$ cat config.mk
export PLATFORM = sky130hd
export DESIGN_NAME = alu_exec_flat
export DESIGN_NICKNAME = d
export VERILOG_FILES = /design/src/rtl/alu_exec_pkg.sv /design/src/rtl/alu_exec_if.sv /design/src/rtl/alu_exec_mul_iter.sv /design/src/rtl/alu_exec.sv /design/src/flat_wrapper.sv
export SDC_FILE = /design/constraint.sdc
export NUM_CORES = 1
export LEC_CHECK = 0
export CAP_MARGIN = 20
export CORE_AREA = 8 8 170 188
export CTS_CLUSTER_SIZE = 40
export DETAILED_ROUTE_END_ITERATION = 10
export DIE_AREA = 0 0 178 196
export PLACE_DENSITY_LB_ADDON = 0.3
export SYNTH_ARGS = -nofsm -noshare
export SYNTH_HDL_FRONTEND = slang
export SYNTH_SLANG_ARGS = --single-unit
$ cat constraint.sdc
create_clock -name clk_i -period 9.1 [get_ports clk_i]
set_input_delay 1.82 -clock clk_i [delete_from_list [all_inputs] [get_ports clk_i]]
set_output_delay 1.82 -clock clk_i [all_outputs]
set_load 0.1 [all_outputs]
$ cat src/rtl/alu_exec_pkg.sv
// ============================================================================
// Module      : alu_defs (package)
// Description : ALU control codes shared with the control decoder, FSM states.
// Revision    : 1.0 - initial release
// ============================================================================
`default_nettype none

package alu_defs;

  localparam logic [2:0] ALU_AND = 3'b000;
  localparam logic [2:0] ALU_OR  = 3'b001;
  localparam logic [2:0] ALU_ADD = 3'b010;
  localparam logic [2:0] ALU_MUL = 3'b011;
  localparam logic [2:0] ALU_SUB = 3'b110;
  localparam logic [2:0] ALU_SLT = 3'b111;

  typedef enum logic [0:0] {
    ST_IDLE = 1'b0,
    ST_MUL  = 1'b1
  } alu_state_e;

  function automatic logic is_multicycle(input logic [2:0] ctrl);
    return (ctrl == ALU_MUL);
  endfunction

endpackage : alu_defs

`default_nettype wire

$ cat src/rtl/alu_exec_if.sv
// ============================================================================
// Module      : alu_exec_if
// Description : Request/result bundle between the pipeline and alu_exec.
// Revision    : 1.0 - initial release
// ============================================================================
`default_nettype none

interface alu_exec_if #(
  parameter int WIDTH = 32
) ();

  logic             valid_i;
  logic [2:0]       ALUCtrl_i;
  logic [WIDTH-1:0] data1_i;
  logic [WIDTH-1:0] data2_i;
  logic             busy_o;
  logic             valid_o;
  logic [WIDTH-1:0] data_o;
  logic             zero_o;

  modport master (
    output valid_i, ALUCtrl_i, data1_i, data2_i,
    input  busy_o, valid_o, data_o, zero_o
  );

  modport slave (
    input  valid_i, ALUCtrl_i, data1_i, data2_i,
    output busy_o, valid_o, data_o, zero_o
  );

endinterface : alu_exec_if

`default_nettype wire

$ cat src/rtl/alu_exec_mul_iter.sv
// ============================================================================
// Module      : mul_iter
// Description : Iterative shift-add multiplier, one partial product per cycle.
// Revision    : 1.0 - initial release
// ============================================================================
`default_nettype none

module mul_iter #(
  parameter int WIDTH = 32
) (
  input  wire logic             clk_i,
  input  wire logic             rst_i,
  input  wire logic             start_i,
  input  wire logic             step_i,
  input  wire logic [WIDTH-1:0] a_i,
  input  wire logic [WIDTH-1:0] b_i,
  output logic                  done_o,
  output logic [WIDTH-1:0]      product_o
);

  localparam int CW = (WIDTH > 1) ? $clog2(WIDTH) : 1;

  logic [WIDTH-1:0] mcand_q;
  logic [WIDTH-1:0] mplier_q;
  logic [WIDTH-1:0] acc_q;
  logic [CW-1:0]    count_q;

  logic [WIDTH-1:0] partial_w;
  logic [WIDTH-1:0] acc_d;

  assign partial_w = mplier_q[0] ? mcand_q : '0;
  assign acc_d     = acc_q + partial_w;

  // Product is the accumulator after the current step, so the final
  // iteration's sum is visible on the same edge that reports done.
  assign done_o    = step_i && (count_q == '0);
  assign product_o = acc_d;

  always_ff @(posedge clk_i or negedge rst_i) begin
    if (!rst_i) begin
      mcand_q  <= '0;
      mplier_q <= '0;
      acc_q    <= '0;
      count_q  <= '0;
    end else if (start_i) begin
      mcand_q  <= a_i;
      mplier_q <= b_i;
      acc_q    <= '0;
      count_q  <= CW'(WIDTH - 1);
    end else if (step_i) begin
      acc_q    <= acc_d;
      mcand_q  <= mcand_q << 1;
      mplier_q <= mplier_q >> 1;
      if (count_q != '0) begin
        count_q <= count_q - 1'b1;
      end
    end
  end

endmodule : mul_iter

`default_nettype wire

$ cat src/rtl/alu_exec.sv
// ============================================================================
// Module      : alu_exec
// Description : Execution-stage ALU; single-cycle ops plus iterative multiply.
// Revision    : 1.0 - initial release
// ============================================================================
`default_nettype none

module alu_exec
  import alu_defs::*;
#(
  parameter int WIDTH = 32
) (
  input  wire logic  clk_i,
  input  wire logic  rst_i,
  alu_exec_if.slave  bus
);

  alu_state_e       state_q, state_d;
  logic [WIDTH-1:0] data_q,  data_d;
  logic             zero_q,  zero_d;
  logic             valid_q, valid_d;

  logic [WIDTH-1:0] alu_res_w;
  logic             mul_start_w;
  logic             mul_step_w;
  logic             mul_done_w;
  logic [WIDTH-1:0] mul_prod_w;

  always_comb begin
    alu_res_w = '0;
    case (bus.ALUCtrl_i)
      ALU_ADD: alu_res_w = bus.data1_i + bus.data2_i;
      ALU_SUB: alu_res_w = bus.data1_i - bus.data2_i;
      ALU_AND: alu_res_w = bus.data1_i & bus.data2_i;
      ALU_OR:  alu_res_w = bus.data1_i | bus.data2_i;
      ALU_SLT: alu_res_w = {{(WIDTH-1){1'b0}},
                            ($signed(bus.data1_i) < $signed(bus.data2_i))};
      default: alu_res_w = '0;
    endcase
  end

  assign mul_step_w = (state_q == ST_MUL);

  mul_iter #(
    .WIDTH (WIDTH)
  ) u_mul_iter (
    .clk_i     (clk_i),
    .rst_i     (rst_i),
    .start_i   (mul_start_w),
    .step_i    (mul_step_w),
    .a_i       (bus.data1_i),
    .b_i       (bus.data2_i),
    .done_o    (mul_done_w),
    .product_o (mul_prod_w)
  );

  always_comb begin
    state_d     = state_q;
    data_d      = data_q;
    zero_d      = zero_q;
    valid_d     = 1'b0;
    mul_start_w = 1'b0;
    case (state_q)
      ST_IDLE: begin
        if (bus.valid_i) begin
          if (is_multicycle(bus.ALUCtrl_i)) begin
            mul_start_w = 1'b1;
            state_d     = ST_MUL;
          end else begin
            data_d  = alu_res_w;
            zero_d  = (alu_res_w == '0);
            valid_d = 1'b1;
          end
        end
      end
      ST_MUL: begin
        // Requests presented while multiplying are ignored, not queued.
        if (mul_done_w) begin
          data_d  = mul_prod_w;
          zero_d  = (mul_prod_w == '0);
          valid_d = 1'b1;
          state_d = ST_IDLE;
        end
      end
      default: state_d = ST_IDLE;
    endcase
  end

  always_ff @(posedge clk_i or negedge rst_i) begin
    if (!rst_i) begin
      state_q <= ST_IDLE;
      data_q  <= '0;
      zero_q  <= 1'b1;
      valid_q <= 1'b0;
    end else begin
      state_q <= state_d;
      data_q  <= data_d;
      zero_q  <= zero_d;
      valid_q <= valid_d;
    end
  end

  assign bus.busy_o  = (state_q == ST_MUL);
  assign bus.valid_o = valid_q;
  assign bus.data_o  = data_q;
  assign bus.zero_o  = zero_q;

endmodule : alu_exec

`default_nettype wire

$ cat src/flat_wrapper.sv
// flat-port wrapper written by rule: the top's interface ports become plain ports
module alu_exec_flat import alu_defs::*;
#(
  parameter int WIDTH = 32
)
  (clk_i, rst_i, bus_valid_i, bus_ALUCtrl_i, bus_data1_i, bus_data2_i, bus_busy_o, bus_valid_o, bus_data_o, bus_zero_o);
  alu_exec_if #(.WIDTH(WIDTH)) bus_i ();
  input  wire logic clk_i;
  input  wire logic rst_i;
  input wire logic [$bits(bus_i.valid_i)-1:0] bus_valid_i;
  input wire logic [$bits(bus_i.ALUCtrl_i)-1:0] bus_ALUCtrl_i;
  input wire logic [$bits(bus_i.data1_i)-1:0] bus_data1_i;
  input wire logic [$bits(bus_i.data2_i)-1:0] bus_data2_i;
  output wire logic [$bits(bus_i.busy_o)-1:0] bus_busy_o;
  output wire logic [$bits(bus_i.valid_o)-1:0] bus_valid_o;
  output wire logic [$bits(bus_i.data_o)-1:0] bus_data_o;
  output wire logic [$bits(bus_i.zero_o)-1:0] bus_zero_o;
  assign bus_i.valid_i = bus_valid_i;
  assign bus_i.ALUCtrl_i = bus_ALUCtrl_i;
  assign bus_i.data1_i = bus_data1_i;
  assign bus_i.data2_i = bus_data2_i;
  assign bus_busy_o = bus_i.busy_o;
  assign bus_valid_o = bus_i.valid_o;
  assign bus_data_o = bus_i.data_o;
  assign bus_zero_o = bus_i.zero_o;
  alu_exec #(.WIDTH(WIDTH)) u_core (.clk_i(clk_i), .rst_i(rst_i), .bus(bus_i));
endmodule
Word level (Yosys, flattened, before mapping)
Index checks and enable logic that the tools add are counted.
{ "word_totals": {"rom_bits": 0, "mem_count": 0, "reg_bits": 136, "inputBits": 70, "out_inout_bits": 35, "ramBits": 0, "latch_bits": 0} }
{ "classes": {"add_sub_neg": 4, "n_div": 0, "n_eq_ne": 8, "mux": 28, "n_reduce_logical": 10, "order_cmp": 1, "n_mul": 0, "n_bitwise": 3, "shift": 0} }
{ "op_table": {"columns": ["cell", "n"], "rows": [
  ["32-bit two-way mux", 10],
  ["32-bit case mux with 5 select lines", 1],
  ["32-bit adder", 2],
  ["32-bit zero test", 2],
  ["32-bit case mux with 2 select lines", 1],
  ["32-bit AND", 1],
  ["32-bit < comparator", 1],
  ["32-bit bitwise OR", 1],
  ["32-bit subtractor", 1],
  ["5-bit two-way mux", 3],
  ["1-bit two-way mux", 10],
  ["3-bit by 2-bit equality test with 1-bit output (second input constant)", 2],
  ["3-bit equality test (second input constant)", 2],
  ["2-bit inequality test (second input constant)", 3],
  ["1-bit case mux with 2 select lines", 3],
  ["5-bit zero test", 1],
  ["5-bit nonzero test", 1],
  ["5-bit by 1-bit subtractor with 5-bit output (second input constant)", 1],
  ["2-bit nonzero test", 2],
  ["3-bit by 1-bit equality test with 1-bit output (second input constant)", 1],
  ["3-bit zero test", 1],
  ["3-bit AND reduction", 1],
  ["2-bit AND reduction", 1],
  ["1-bit logical AND", 1],
  ["1-bit NOT", 1]
]} }

Logic depth before layout (Yosys ltp)
{ "depth": {"word_depth": 6, "mapped_depth": 15, "depth_no_buf": 14} }

Modules after synthesis
From an unflattened synthesis, not the netlist that was laid out.
{ "hier_totals": {"cells_unflattened": 1646, "hier_area_um2": 13307.8} }
{ "by_module_without_submodules": {"columns": ["module", "n_inst", "cells_per_inst", "seq_area_each_um2", "area_each_um2"], "rows": [
  ["alu_exec", 1, 934, 877.1, 6790.3],
  ["mul_iter", 1, 712, 2527.4, 6517.5]
]} }

Worst setup path before layout
Ideal clock, no wire load.
{ "synth_path": {"kind": "input to register", "start": "in bus_data2_i[0]", "end": "reg u_core.zero_q, in the netlist u_core.bus.zero_o", "setup_ns": 0.072, "setup_slack_ns": 4.334, "arrival_time_ns": 4.694, "path_buffers": 0, "required_ns": 9.028, "cell_stages": 13, "path_cell_list": "ha_1 fa_1 a21oi_1 o2111ai_1 a21oi_2 o31ai_2 a2111oi_2 nor2_1 a221o_1 a22o_1 a2111oi_0 nand4_1 o21ai_1"} }
{ "synth_between": {"elab_chain_len": 6, "elab_cells_between_ends": 10, "classes_between": "add/sub: 2; order compare: 1; mux: 4; bitwise: 2; reduce/logical: 1"} }
{ "synth_rtl": {"columns": ["element", "line", "rtl"], "rows": [
  ["start: declaration", "flat_wrapper.sv:13", "input wire logic [$bits(bus_i.data2_i)-1:0] bus_data2_i;"],
  ["32-bit subtractor (tied with other cells)", "alu_exec.sv:33", "ALU_SUB: alu_res_w = bus.data1_i - bus.data2_i;"],
  ["32-bit case mux with 5 select lines (*)", "alu_exec.sv:31", "case (bus.ALUCtrl_i)"],
  ["32-bit zero test (*)", "alu_exec.sv:71", "zero_d = (alu_res_w == '0);"],
  ["1-bit two-way mux (*)", "alu_exec.sv:66", "if (is_multicycle(bus.ALUCtrl_i)) begin"],
  ["1-bit two-way mux (*)", "alu_exec.sv:65", "if (bus.valid_i) begin"],
  ["1-bit case mux with 2 select lines (*)", "alu_exec.sv:63", "case (state_q)"],
  ["end signal: assignment", "alu_exec.sv:98", "zero_q <= zero_d;"],
  ["end: declaration", "alu_exec.sv:20", "logic zero_q, zero_d;"]
]} }
Mark *: on every way between the ends. The rest lies on a longest branch, timed or not. The select of a mux whose other input is x is not followed.
A chain may end at the register's enable or synchronous reset.

Worst setup path in the final report
{ "layout_path": {"start": "in bus_data2_i[4]", "end": "reg u_core.zero_q, in the netlist u_core.bus.zero_o"} }
Same word-level chain as after synthesis.

==> results.py <==
metrics = {
    "route": {
        "ant_nets": 0,
        "drtIter0Drc": 1229,
        "drt_first_pass_iters": 8,
        "drt_wl_total_um": 44200,
        "wl_per_cell_um": 21.1,
        "drt_drc_violations_left": 0,
        "vias_per_cell": 6.07,
        "via_count": 12700,
    },
    "setup_path": {
        "arrival_ns": 6.28,
        "critPathKind": "input pin to flip-flop",
        "end_kind": "flip-flop",
        "reg2reg_depth": 13,
        "worst-path-max-fanout": 8,
        "startpoint_type": "input pin",
        "crit_required_ns": 9.47,
    },
    "clocking": {
        "clk_pin_slew_worst_paths_ns": 0.06,
        "ctsResizeCount": 0,
        "postCtsHoldBufs": 0,
        "htree_levels": 4,
        "cts_sinks": 136,
        "clock_latency_ns": 0.44,
        "cts_buffers": 17,
        "cts_tree": "done",
        "root_buffer": "clkbuf_16",
        "cts_setup_buffers": 0,
        "ctsLongestPathBuffers": 2,
    },
    "logic_synthesis": {
        "synthesis.area_um2": 13300,
        "yosysTopAreaCell": "dfrtp_1",
        "async_flop_share_pct": 100,
        "yosys.area.top_type_share_pct": 25.5,
        "syn_inst": 1671,
        "synth-seq-cells": 136,
        "ys_seq_area_share_pct": 25.7,
        "yosysWarnings": 0,
        "synthFlopType": "dfrtp_1",
        "syn_nets": 1888,
        "synthDistinctLibCells": 89,
        "synth.avg_cell_area_um2": 7.93,
        "netlist_top_cells_area": "dfrtp_1 25%, ha_1 14%, mux2i_1 6.1%",
        "synth_edf_count": 0,
    },
    "floorplan": {
        "die_h_um": 196,
        "initial_utilization_pct": 45.7,
        "rows": 66,
        "die-area_um2": 34900,
        "core_um2": 29000,
        "die_w_um": 178,
        "ios": 105,
    },
    "placement": {
        "gp_congestion": 0.967,
        "port_buffers": 104,
        "hpwl_um": 33400,
        "pre_cts_ws_ns": 2.86,
    },
    "final_layout": {
        "final_common_cell": "nand2_1",
        "utilization_pct": 52.0,
        "nets": 1924,
        "drive_gt1_share_pct": 4.59,
        "nFillCells": 2792,
        "final_cell_mix": "195 x nand2_1, 151 x o21ai_0, 144 x ha_1, 134 x dfrtp_1, 125 x a21oi_1",
        "area_growth_pct": 13.8,
    },
    "sta": {
        "post-route-period-util_pct": 65.0,
        "slew_violations": 0,
        "relSlewSlack_pct": 25.3,
        "hold_viol": 0,
        "setup_viol": 0,
        "fin_setup_tns_ns": 0,
        "fmax_ghz": 0.169,
        "skew_ns": 0.00988,
        "rsz0062_at_grt": "false",
        "finalCriticalPeriod_ns": 5.91,
        "setup_ws_ns": 3.19,
        "tightest_slew_ns": 1.09,
    },
    "grt": {
        "grt_pass1_wl_um": 69600,
        "antenna_found_initial": 1,
        "overflow": 0,
        "grt_max_degree": 90,
        "grtUsageTotal_pct": 25.3,
        "grt_pass1_vias": 12300,
    },
    "pwr": {
        "p_per_area_nw_per_um2": 251,
        "p_leak_uw": 0.00715,
        "ir_drop_mv": 0.299,
    },
    "min_path": {
        "hold_path_class": "flip-flop to flip-flop",
        "holdPathStages": 2,
    },
    "status": {
        "outcome": "complete, no violations",
    },
    "flow_run": {
        "cap_violations": 0,
    },
}
-- through the flow --
| stage | cells | hold slack (ns) | area [um^2] | power, uW |
|---|---|---|---|---|
| 6_report | 2095 | 0.471 | 15100 | 3790 |
| 5_1_grt | 2095 | 0.507 | 15100 | 4020 |
| 4_1_cts | 2094 | 0.484 | 15100 | 3790 |
| 3_5_place_dp | 2062 | 0.470 | 14500 | 3010 |
| 3_3_place_gp | 2062 | 0.460 | 14500 | 2990 |
| 2_1_floorplan | 1671 | 0.453 | 13300 | 2450 |
-- worst paths after layout --
kind,from,endpoint,slack [ns]
worst max register to register,u_core.u_mul_iter.mplier_q[0]$_DFFE_PN0P_,u_core.bus.zero_o$_DFFE_PN1P_,4.56
worst max-delay path,bus_data2_i[4],u_core.bus.zero_o$_DFFE_PN1P_,3.19
worst min-delay path,u_core.bus.data_o[4]$_DFFE_PN0P_,u_core.bus.data_o[4]$_DFFE_PN0P_,0.47
min in group asynchronous,rst_i,u_core.u_mul_iter.acc_q[2]$_DFFE_PN0P_,1.48
max in group asynchronous,rst_i,u_core.u_mul_iter.acc_q[26]$_DFFE_PN0P_,6.43
worst min register to register,u_core.bus.data_o[4]$_DFFE_PN0P_,u_core.bus.data_o[4]$_DFFE_PN0P_,0.47
-- per-layer routing --
metal / vias to the layer above / wire [um] / GRT usage [%]
met5: - / 0 / 0
met4: 0 / 1120 / 7.82
met3: 67 / 3360 / 4.44
met2: 476 / 19700 / 38.9
met1: 6096 / 20000 / 35.5
li1: 6082 / - / -
-- synthesized netlist by cell type, types with 35 or more instances --
| master | n |
|---|---|
| and2_1 | 45 |
| nand2_1 | 196 |
| nand3_1 | 37 |
| a21oi_1 | 125 |
| nor3_1 | 35 |
| dfrtp_1 | 135 |
| inv_1 | 106 |
| nor2_1 | 102 |
| mux2i_1 | 81 |
| ha_1 | 144 |
| a21o_1 | 35 |
| o21ai_0 | 151 |
| clkbuf_1 | 67 |
-- worst max-delay path: stages --
cell	delay, ns
clkdlybuf4s50_1	0.53
inv_1	0.08
ha_1	0.44
inv_1	0.18
o41ai_2	0.58
a41o_1	0.36
mux2_2	0.36
nor3b_1	0.42
o311ai_0	0.24
nor4_1	0.49
nand4bb_1	0.17
nor4_1	0.32
nand4_1	0.14
o21ai_1	0.15
-- where the power goes --
part	switching (uW)	internal, uW
Combinational	1340	601
Clock	299	467
Sequential	227	861
Total	1860	1930
-- state kept, by name, indices dropped and copies added, names as in the netlist --
signal and cells:
u_core.bus.valid_o 1, u_core.u_mul_iter.acc_q 32, u_core.bus.zero_o 1, u_core.u_mul_iter.count_q 5, u_core.bus.data_o 32, u_core.u_mul_iter.mplier_q 32
u_core.bus.busy_o 1, u_core.u_mul_iter.mcand_q 32
-- cells by family after synthesis --
family	share of synthesized area, %
buffers and inverters	6.23
AOI/OAI and AO/OA	26.4
and+or+nand+nor	18.2
DFF	25.7
muxes	6.54
xor gates and xnor gates	2.90
adders and majority gates	14.0
-- area by class of cell --
class	instances	area, um^2	area share (%)
multi-input combinational	1325	9040	59.9
sequential	136	3410	22.6
timing repair buffer	118	1140	7.54
tap	374	468	3.10
clock buffer	21	450	2.99
inverter	109	409	2.71
clock inverter	11	173	1.14
antenna	1	2.50	0.0166
No activity file was read; power rests on OpenSTA's default activity.
